==> config.mk <==
export PLATFORM = sky130hd
export DESIGN_NAME = id_ex_stage
export DESIGN_NICKNAME = d
export VERILOG_FILES = /design/src/rtl/id_ex_stage.sv
export SDC_FILE = /design/constraint.sdc
export NUM_CORES = 1
export LEC_CHECK = 0
export CAP_MARGIN = 20
export CORE_AREA = 2 2 140 142
export DETAILED_ROUTE_END_ITERATION = 7
export DIE_AREA = 0 0 142 144
export PLACE_DENSITY = 0.84
export RECOVER_POWER = 100
export SLEW_MARGIN = 30
export SYNTH_ARGS = -nofsm -noshare
export SYNTH_HDL_FRONTEND = slang
export SYNTH_SLANG_ARGS = --single-unit
==> constraint.sdc <==
create_clock -name clk -period 5 [get_ports clk]
set_clock_uncertainty 0.2 [all_clocks]
set_input_delay 0.5 -clock clk [delete_from_list [all_inputs] [get_ports clk]]
set_output_delay 0.5 -clock clk [all_outputs]
set_load 0.01 [all_outputs]
==> src/rtl/id_ex_stage.sv <==
// ID/EX pipeline register with forwarding-select and load-use hazard logic; one cycle ID->EX latency.
// Backpressure: hold freezes the stage, a load-use hazard inserts one bubble, and both raise stall unless flush kills ID.
module id_ex_stage #(
    parameter int XLEN = 32,
    parameter int REGW = 5
) (
    input  logic            clk,
    input  logic            reset_n,

    input  logic            id_valid,
    input  logic [XLEN-1:0] id_pc,
    input  logic [XLEN-1:0] id_rs1_data,
    input  logic [XLEN-1:0] id_rs2_data,
    input  logic [XLEN-1:0] id_imm,
    input  logic [REGW-1:0] id_rs1,
    input  logic [REGW-1:0] id_rs2,
    input  logic [REGW-1:0] id_rd,
    input  logic [3:0]      id_aluop,
    input  logic            id_alusrc,
    input  logic            id_regwrite,
    input  logic            id_memread,
    input  logic            id_memwrite,
    input  logic            id_memtoreg,

    input  logic            flush,
    input  logic            hold,

    input  logic            exmem_regwrite,
    input  logic [REGW-1:0] exmem_rd,
    input  logic            memwb_regwrite,
    input  logic [REGW-1:0] memwb_rd,

    output logic            ex_valid,
    output logic            ex_alusrc,
    output logic            ex_regwrite,
    output logic            ex_memread,
    output logic            ex_memwrite,
    output logic            ex_memtoreg,
    output logic [XLEN-1:0] ex_pc,
    output logic [XLEN-1:0] ex_a,
    output logic [XLEN-1:0] ex_b,
    output logic [XLEN-1:0] ex_imm,
    output logic [REGW-1:0] ex_rs1,
    output logic [REGW-1:0] ex_rs2,
    output logic [REGW-1:0] ex_rd,
    output logic [3:0]      ex_aluop,

    output logic [1:0]      sel_a,
    output logic [1:0]      sel_b,
    output logic            stall,
    output logic [31:0]     stall_count
);

    typedef struct packed {
        logic            valid;
        logic            alusrc;
        logic            regwrite;
        logic            memread;
        logic            memwrite;
        logic            memtoreg;
        logic [3:0]      aluop;
        logic [REGW-1:0] rs1;
        logic [REGW-1:0] rs2;
        logic [REGW-1:0] rd;
        logic [XLEN-1:0] pc;
        logic [XLEN-1:0] a;
        logic [XLEN-1:0] b;
        logic [XLEN-1:0] imm;
    } ex_t;

    ex_t         ex_q;
    ex_t         ex_d;
    logic [31:0] cnt_q;
    logic [31:0] cnt_d;
    logic        hazard;

    // EX/MEM result is younger than WB, so it wins; x0 is hardwired and never forwarded.
    function automatic logic [1:0] fwd_sel(
        input logic [REGW-1:0] rs,
        input logic            mem_we,
        input logic [REGW-1:0] mem_rd,
        input logic            wb_we,
        input logic [REGW-1:0] wb_rd
    );
        logic [1:0] sel;
        sel = 2'b00;
        if (mem_we && (mem_rd != '0) && (mem_rd == rs)) begin
            sel = 2'b10;
        end else if (wb_we && (wb_rd != '0) && (wb_rd == rs)) begin
            sel = 2'b01;
        end
        return sel;
    endfunction

    always_comb begin
        hazard = id_valid & ex_q.valid & ex_q.memread & (ex_q.rd != '0)
               & ((ex_q.rd == id_rs1) | (ex_q.rd == id_rs2));
        stall  = ~flush & (hold | hazard);
        sel_a  = fwd_sel(ex_q.rs1, exmem_regwrite, exmem_rd, memwb_regwrite, memwb_rd);
        sel_b  = fwd_sel(ex_q.rs2, exmem_regwrite, exmem_rd, memwb_regwrite, memwb_rd);
    end

    always_comb begin
        ex_d  = ex_q;
        cnt_d = cnt_q;
        if (flush) begin
            ex_d = '0;
        end else if (!hold) begin
            if (hazard) begin
                ex_d = '0;
                if (cnt_q != 32'hFFFF_FFFF) begin
                    cnt_d = cnt_q + 32'd1;
                end
            end else begin
                // Non-valid slots carry no side effects, so their control bits are zeroed.
                ex_d.valid    = id_valid;
                ex_d.alusrc   = id_valid & id_alusrc;
                ex_d.regwrite = id_valid & id_regwrite;
                ex_d.memread  = id_valid & id_memread;
                ex_d.memwrite = id_valid & id_memwrite;
                ex_d.memtoreg = id_valid & id_memtoreg;
                ex_d.aluop    = id_aluop;
                ex_d.rs1      = id_rs1;
                ex_d.rs2      = id_rs2;
                ex_d.rd       = id_rd;
                ex_d.pc       = id_pc;
                ex_d.a        = id_rs1_data;
                ex_d.b        = id_rs2_data;
                ex_d.imm      = id_imm;
            end
        end
    end

    always_ff @(posedge clk or negedge reset_n) begin
        if (!reset_n) begin
            ex_q  <= '0;
            cnt_q <= '0;
        end else begin
            ex_q  <= ex_d;
            cnt_q <= cnt_d;
        end
    end

    assign ex_valid    = ex_q.valid;
    assign ex_alusrc   = ex_q.alusrc;
    assign ex_regwrite = ex_q.regwrite;
    assign ex_memread  = ex_q.memread;
    assign ex_memwrite = ex_q.memwrite;
    assign ex_memtoreg = ex_q.memtoreg;
    assign ex_pc       = ex_q.pc;
    assign ex_a        = ex_q.a;
    assign ex_b        = ex_q.b;
    assign ex_imm      = ex_q.imm;
    assign ex_rs1      = ex_q.rs1;
    assign ex_rs2      = ex_q.rs2;
    assign ex_rd       = ex_q.rd;
    assign ex_aluop    = ex_q.aluop;
    assign stall_count = cnt_q;

endmodule

==> results_dict.tcl <==
set metrics [dict create \
    status "complete, but fails checks" \
    failing_checks "max-capacitance violations, max-slew violations" \
    synth.largest_area_cell "sky130_fd_sc_hd__dfrtp_1" \
    filler_cell_count 1478 \
    clock_sink_count 185 \
    drt-initial-drc-count 287 \
    layout_min_cycle_time_ns 3.67 \
    cp-end-kind "flop" \
    seq_area_frac_synth_pct 63.8 \
    clk_pin_slew_ns 0.07 \
    detailroute.via_count 6008 \
    cts-root-buf "sky130_fd_sc_hd__clkbuf_16" \
    synthCells 530 \
    comb_power_share_pct 14.0 \
    io_buffers 358 \
    period_share_pct 73.4 \
    synth_top_flop_cell "sky130_fd_sc_hd__dfrtp_1" \
    dieWidth_um 142 \
    total_standard_cell_area_after_synthesis_um2 7260 \
    initial_core_util_pct 38.0 \
    synth_top_cells_by_area "sky130_fd_sc_hd__dfrtp_1 64%, sky130_fd_sc_hd__a22o_1 18%, sky130_fd_sc_hd__xnor2_1 4.3%, sky130_fd_sc_hd__xor2_1 3.0%, sky130_fd_sc_hd__nand3_1 1.3%" \
    die-height_um 144 \
    number_of_enable_type_register_cells_in_the_synthesized_netlist 0 \
    timing.critical_path.fanout_max 16 \
    seqPwrFrac_pct 47.8 \
    tritoncts_clock_tree "done" \
    synth.yosys.warnings 0 \
    power_density_of_the_placed_cells_nw_per_um2 289 \
    synth_top_area_share_pct 63.8 \
    power.switching_fraction_pct 25.8 \
    clk-insertion-delay-late_ns 0.42 \
    critPathArrivalTime_ns 3.78 \
    clock_tree.htree_level_count 4 \
    design.die.area_um2 20400 \
    finalWeightedCongestion 0.796 \
    placed_cell_area_um2 11100 \
    synth_area_per_cell_um2 13.7 \
    areaGrowthSynthToFinish_pct 60.4 \
    ys_seq_elements 185 \
    cts-buffers-inserted 17 \
    grt_start_max_net_pins 135 \
    drc_errors 0 \
    grt.total_usage_pct 20.9 \
    worst_max_slew_pin_slew_ns 2.36 \
    post_route_cells_drive_above_1_share_pct 4.59 \
    fmaxAchievable_mhz 272 \
    viasPerCell 5.31 \
    std_cell_rows 51 \
    power.static_leakage_nw 5.52 \
    timing.critical_path.from_type "input pin" \
    finalMaxSlewViolations 111 \
    combined_area_of_the_multi_input_logic_cells_um2 2450 \
    summed_negative_setup_slack_over_all_endpoints_ns 0 \
    irDropWorstVdd_uv 198 \
    maximum_capacitance_violations 2 \
    clkPwrFrac_pct 38.2 \
    post-route-cell-area_um2 11600 \
    insertedDiodeCount 0 \
    wl_per_cell_um 19.4 \
    crit_required_ns 5.11 \
    worstHoldPathType "flop to flop" \
    synth-async-reset-ratio_pct 100 \
    number_of_antenna_violations_at_the_first_check_in_global_routing 1 \
    drtPass1Iterations 4 \
    clk_path_buf_depth 2 \
    placeableCoreArea_um2 19100 \
    yosysUniqueCellTypes 32 \
    grt_pass1_wl_um 33200 \
    rsz0062_at_grt "false" \
    totalWireLength_um 22000 \
    final.hold.worst_slack_ns 0.294 \
    grt-ovfl-total 0 \
    num_io_pins 359 \
    grt_pass1_vias 6078 \
    kind_of_critical_path "input pin to flop" \
    dpl.hpwl_um 15500 \
    drt_antenna_net_count 0 \
    syn-num-nets 700 \
    switching_power_mw 0.871 \
    power.internal_mw 2.50 \
    timing.final.setup_violations 0 \
    post_cts.resized_instances 0 \
    hold_violations 0 \
    regArea_um2 4630 \
    layout.nets 1051 \
    remaining_max_slew_budget_at_the_tightest_pin_pct -57.3 \
]
==> logic make-up after synthesis <==
logic type | synth area share (%)
flip-flops | 63.8
adder cells (fa/ha/maj) | 0.172
XOR/XNOR | 7.36
buffers and inverters | 2.19
AND/OR/NAND/NOR | 7.16
multiplexers | 0.155
AO/OA/AOI/OAI | 19.2
==> registers in the layout (all words and copies together), names as in the netlist, 4 cells and up <==
name / cells
ex_a: 32
ex_imm: 32
ex_rd: 5
ex_b: 32
ex_rs2: 5
ex_rs1: 5
ex_pc: 32
ex_aluop: 4
stall_count: 32
==> critical path, stage by stage <==
cell                            delay, ns
sky130_fd_sc_hd__dlygate4sd3_1       0.75
sky130_fd_sc_hd__o2111ai_1           0.26
sky130_fd_sc_hd__or3_1               0.39
sky130_fd_sc_hd__nor3_1              1.40
sky130_fd_sc_hd__nand3_1             0.26
sky130_fd_sc_hd__xnor2_1             0.21
==> final cells by class <==
class,count,share of cell area [%]
clock buffers,17,3.65
clock inverters,14,1.14
inverters,2,0.0645
multi-input cells,309,21.1
flip-flops and latches,185,39.8
well taps,238,2.56
repair buffers,366,31.7
==> layout by cell type (no fill, tap or decap), drive strengths merged, types with 2 or more instances in the layout <==
master and count:
a22o 148, a32o 5, and2 2, and3 3, and4 7, buf 6, clkbuf 19, clkdlybuf4s50 165
clkinv 6, dfrtp 185, dlygate4sd3 193, inv 9, nand2 10, nand3 19, nand4 15, nor2 9
nor3 7, nor4 5, o21ai 2, or4 6, xnor2 36, xor2 25
==> worst paths after layout <==
kind / startpoint / end / slack (ns) / cells past startpoint
min in group asynchronous: reset_n / ex_pc[0] / 1.11 / 2
setup reg to reg: ex_rd[2] / stall_count[17] / 1.61 / 6
max in group asynchronous: reset_n / stall_count[27] / 2.07 / 2
hold / removal: ex_pc[30] / ex_pc[30] / 0.29 / 1
setup / recovery: id_valid / stall_count[17] / 1.33 / 6
hold reg to reg: ex_pc[30] / ex_pc[30] / 0.29 / 1
==> per-layer routing <==
layer | track usage (%) | vias up | share of wire, %
li1 | - | 2721 | -
met1 | 25.3 | 3001 | 40
met2 | 34.3 | 247 | 50
met3 | 8.08 | 37 | 8.1
met4 | 7.05 | 2 | 2.2
met5 | 0 | - | 0.055
==> synth_stat cells (2+ instances only) <==
library cell and n:
sky130_fd_sc_hd__dfrtp_1 185, sky130_fd_sc_hd__a22o_1 148, sky130_fd_sc_hd__xnor2_1 36, sky130_fd_sc_hd__xor2_1 25, sky130_fd_sc_hd__nand3_1 19, sky130_fd_sc_hd__clkbuf_1 17
sky130_fd_sc_hd__buf_2 16, sky130_fd_sc_hd__nand4_1 15, sky130_fd_sc_hd__nand2_1 10, sky130_fd_sc_hd__nor2_1 9, sky130_fd_sc_hd__and4_1 7, sky130_fd_sc_hd__or4_1 6
sky130_fd_sc_hd__a32o_1 5, sky130_fd_sc_hd__nor4_1 5, sky130_fd_sc_hd__nor3_1 4, sky130_fd_sc_hd__and3_1 3, sky130_fd_sc_hd__and2_1 2, sky130_fd_sc_hd__inv_1 2
sky130_fd_sc_hd__nor3_2 2, sky130_fd_sc_hd__o21ai_0 2
==> power groups by stage <==
stage | sequential [mW] | combinational (mW) | clock [mW]
after global routing | 1.62 | 0.508 | 1.39
after detailed placement | 1.64 | 0.505 | 0
after global placement | 1.64 | 0.495 | 0
after floorplan | 1.67 | 0.122 | 0
final | 1.61 | 0.473 | 1.29
after CTS | 1.61 | 0.508 | 1.31
==> timing repair <==
action	CTS	global route
endpoints found under the hold margin	31	0
buffers inserted	0	0
hold buffers	1	0
==> metrics by stage <==
step / total power [mW] / worst slack [ns] / util, % / cells
5_1_grt: 3.51 / 1.10 / 61.0 / 1131
6_report: 3.37 / 1.33 / 61.0 / 1131
2_1_floorplan: 1.79 / 2.51 / - / 530
3_5_place_dp: 2.14 / 1.53 / 58.2 / 1099
4_1_cts: 3.44 / 1.54 / 61.2 / 1131
3_3_place_gp: 2.13 / 1.54 / 58.1 / 1098
Note: power is estimated with default switching activity, not from simulation.
==> variant 1 (config.mk and constraints unchanged) <==
Register the output `stall_count` once more, with the module's reset; this adds one clock of latency there. The other outputs are not delayed to match.
--- a/src/rtl/id_ex_stage.sv
+++ b/src/rtl/id_ex_stage.sv
@@ -155,7 +155,13 @@
     assign ex_rs2      = ex_q.rs2;
     assign ex_rd       = ex_q.rd;
     assign ex_aluop    = ex_q.aluop;
-    assign stall_count = cnt_q;
+    always_ff @(posedge clk or negedge reset_n) begin
+        if (!reset_n) begin
+            stall_count <= '0;
+        end else begin
+            stall_count <= cnt_q;
+        end
+    end
 
 endmodule
 
Behaviour: not the same (a bounded check fails within 4 cycles, from zero or initial values and one cycle with reset_n low).
==> variant 1 against the original RTL <==
The run still ends with capacitance limit, slew limit left; sequential cell count up 32; via count up 6.8%; total power is 24% higher; routed wire length is 14% higher; cell area is 9.1% higher; synthesized cell count grew 7.7%; area after synthesis grew 12%; setup slack improved by 48 ps; critical path type is now reg -> out; largest cell class unchanged; largest power group unchanged.
==> variant 1: results (changes against the original RTL) <==
Outcome
  • Status: complete, but fails checks
  • Failing checks: capacitance limit, slew limit

Synth
  • Mapped Cells: 571 (+7.7%)
  • Adder-Cell Fraction of Synth Area: 0.154% (-0.018 points)
  • Syn_nets: 741 (+5.9%)
  • Post-Synth XOR/XNOR Area: 6.58% (-0.78 points)
  • Top cells by area in the synthesized netlist: dfrtp_1 67%, a22o_1 16%, xnor2_1 4.1%
  • Seq/Total Area, Yosys: 66.9% (+3.1 points)
  • Mux share of post-synthesis cell area: 0% (-0.16 points)
  • Synth cell types: 34 (+6.3%)

GRT
  • GRT met2 Usage: 40.1% (+5.8 points)
  • Met1 GRT Util: 28.4% (+3.0 points)
  • Grt met3 use: 5.53% (-2.5 points)
  • Pin count of the biggest net entering global routing: 87 (-36%)
  • First-pass GRT wire length: 37.2 mm (+12%)

Min path
  • Hold Path End: stall_count[27]$_DFF_PN0_

Routing
  • Met2 wire length: 12.9 mm (+18%)
  • Initial DRC count: 295 (+2.8%)
  • Via count: 6415 (+6.8%)
  • Met1 WL: 9.36 mm (+6.9%)
  • Met3 Wirelength: 1.67 mm (-6.2%)
  • Top Metal Used: met4

Clocking
  • H-tree depth: 1 (-3)
  • Worst skew pair latency: 520 ps (+100 ps)
  • TritonCTS buffer count: 24 (+7)
  • Max Root-Sink Buffers: 3 (+1)

STA
  • Worst hold slack: 222 ps (-72.1 ps)
  • Slew margin rel.: -52.0% (+5.3 points)
  • Max Slew Vio Count: 249 (+120%)
  • Min setup slack post-route: 1380 ps (+47.7 ps)

Place
  • HPWL after DPL: 17.6 mm (+13%)
  • Placed Cells: 1139 (+3.6%)
  • Placed instance area: 0.0119 mm2 (+7.3%)

Critical path
  • End point of the critical path: stall
  • CP max FO: 6 (-10)
  • WP data arrival: 2920 ps (-860 ps)

Final layout
  • Fill count: 1415 (-4.3%)
  • Non-filler cells, final: 1184 (+4.7%)

Power and ir drop
  • Leak: 6.10 nW (+11%)

Run
  • Maxcap violations: 4 (+2)
-- variant 1: power groups by stage --
stage	logic (mW)	registers [mW]	clock network, mW
after floorplan	0.125	1.93	0
after global placement	0.504	1.90	0
after detailed placement	0.513	1.91	0
after CTS	0.518	1.87	1.86
after global routing	0.516	1.88	1.93
final	0.483	1.87	1.81
-- variant 1: final cells by class --
type,count,area [um2],area share (%)
sequential,217,5430,42.8
clock buffer,31,667,5.25
timing repair buffer,366,3640,28.6
tap,238,298,2.34
multi-input combinational,316,2500,19.7
inverter,3,11.3,0.0887
clock inverter,12,156,1.23
antenna,1,2.50,0.0197
-- variant 1: critical path, stage by stage (launching register included) --
cell	delay [ps]
dfrtp_1	470
xnor2_1	190
nand3_1	120
o22ai_1	660
a21oi_1	220
nor2_1	130
dlygate4sd3_1	620
==> variant 2 (config.mk and constraints unchanged) <==
Without the edit above. Set the parameter `REGW` to 4 (it was 5).
--- a/src/rtl/id_ex_stage.sv
+++ b/src/rtl/id_ex_stage.sv
@@ -2,7 +2,7 @@
 // Backpressure: hold freezes the stage, a load-use hazard inserts one bubble, and both raise stall unless flush kills ID.
 module id_ex_stage #(
     parameter int XLEN = 32,
-    parameter int REGW = 5
+    parameter int REGW = 4
 ) (
     input  logic            clk,
     input  logic            reset_n,
Interface: changed (8 resized); port bits go from 359 to 351. The function was not compared with the original's and may differ.
==> variant 2 against the original RTL <==
Setup slack better by 130 ps; total power is 0.13% higher; cell area is 1.3% lower; register-to-register slack worse by 150 ps; hold slack worse by 12 ps; routed wire length is 0.61% lower; die area stayed put; sequential cell count is 3 lower; area after synthesis is 1.1% lower; critical path type is now reg -> reg; critical endpoint is now ex_a[26]$_DFFE_PN0P_; largest power group unchanged.
==> variant 2: results (changes against the original RTL) <==
Critical path
  • CP max stage delay: 1090 ps (-310 ps)
  • Startpoint Class: flip-flop
  • Worst r2r src: ex_rd[1]$_DFFE_PN0P_
  • Flop2flop setup slack: 1460 ps (-150 ps)

GRT
  • Global Route Usage Sum: 20.6% (-0.31 points)
  • Pin count of the biggest net entering global routing: 142 (+5.2%)
  • Number of global-route vias before repair: 5734 (-5.7%)
  • Met1 GRT Util: 26.7% (+1.4 points)
  • Initial antenna violation count: 0 (-1)

Final layout
  • Nonclk buf count: 356 (-2.7%)
  • FF/Latch Area: 0.00455 mm2 (-1.6%)
  • Share of cells above drive strength 1: 4.77% (+0.18 points)
  • Fill count: 1534 (+3.8%)
  • Clk tree area frac: 5.12% (+0.32 points)

Power and ir drop
  • Leak: 5.44 nW (-1.4%)
  • VDD IR max: 194 uV (-2.0%)
  • Combinational power share: 13.6% (-0.4 points)

Synth
  • Seq/Total Area, Yosys: 63.5% (-0.32 points)
  • Synth Cell Area: 0.00717 mm2 (-1.1%)
  • Syn_nets: 694 (-0.86%)
  • Synth top cells by count: 182 x dfrtp_1, 145 x a22o_1, 50 x xnor2_1

Place
  • Placer Congestion: 0.930 (+17%)
  • Pre-CTS WS: 1590 ps (+64.0 ps)
  • HPWL after DPL: 15.6 mm (+0.36%)
  • Placed instance area: 0.0109 mm2 (-1.7%)
  • Placed Cells: 1085 (-1.3%)

Routing
  • Met2 wire length: 10.6 mm (-2.6%)
  • Vias per cell: 5.29 (-0.42%)
  • Via count: 5914 (-1.6%)

Clocking
  • Clock net sink count: 182 (-1.6%)

STA
  • Max Clock Freq: 0.282 GHz (+3.6%)

Outcome
  • Status: complete, no violations
==> variant 2: cell count changes after synthesis, moves of 3 or more <==
cell      delta
a22o_1       -3
and4_1       -4
buf_2        -3
clkbuf_1     +7
dfrtp_1      -3
nand3_1      -6
nand4_1     +12
nor3b_1      +4
nor4_1       -3
or4_1        -4
xnor2_1     +14
xor2_1      -20
==> variant 2: worst min-delay path by stage <==
stage	endpoint	cells after the start
global placement	ex_regwrite$_DFFE_PN0P_	1
detailed placement	ex_memtoreg$_DFFE_PN0P_	1
CTS	stall_count[31]$_DFFE_PN0P_	1
global route	ex_pc[8]$_DFFE_PN0P_	1
floorplan	ex_a[0]$_DFFE_PN0P_	0
finish	stall_count[31]$_DFFE_PN0P_	1
==> variant 2: kinds of logic after synthesis <==
logic type	Yosys count	share of synthesized area, %
flip-flops	182	63.5
AO/OA/AOI/OAI	156	19.1
XOR/XNOR	55	6.71
AND/OR/NAND/NOR	96	8.14
adder cells (fa/ha/maj)	1	0.174
buffers and inverters	38	2.21
multiplexers	1	0.157
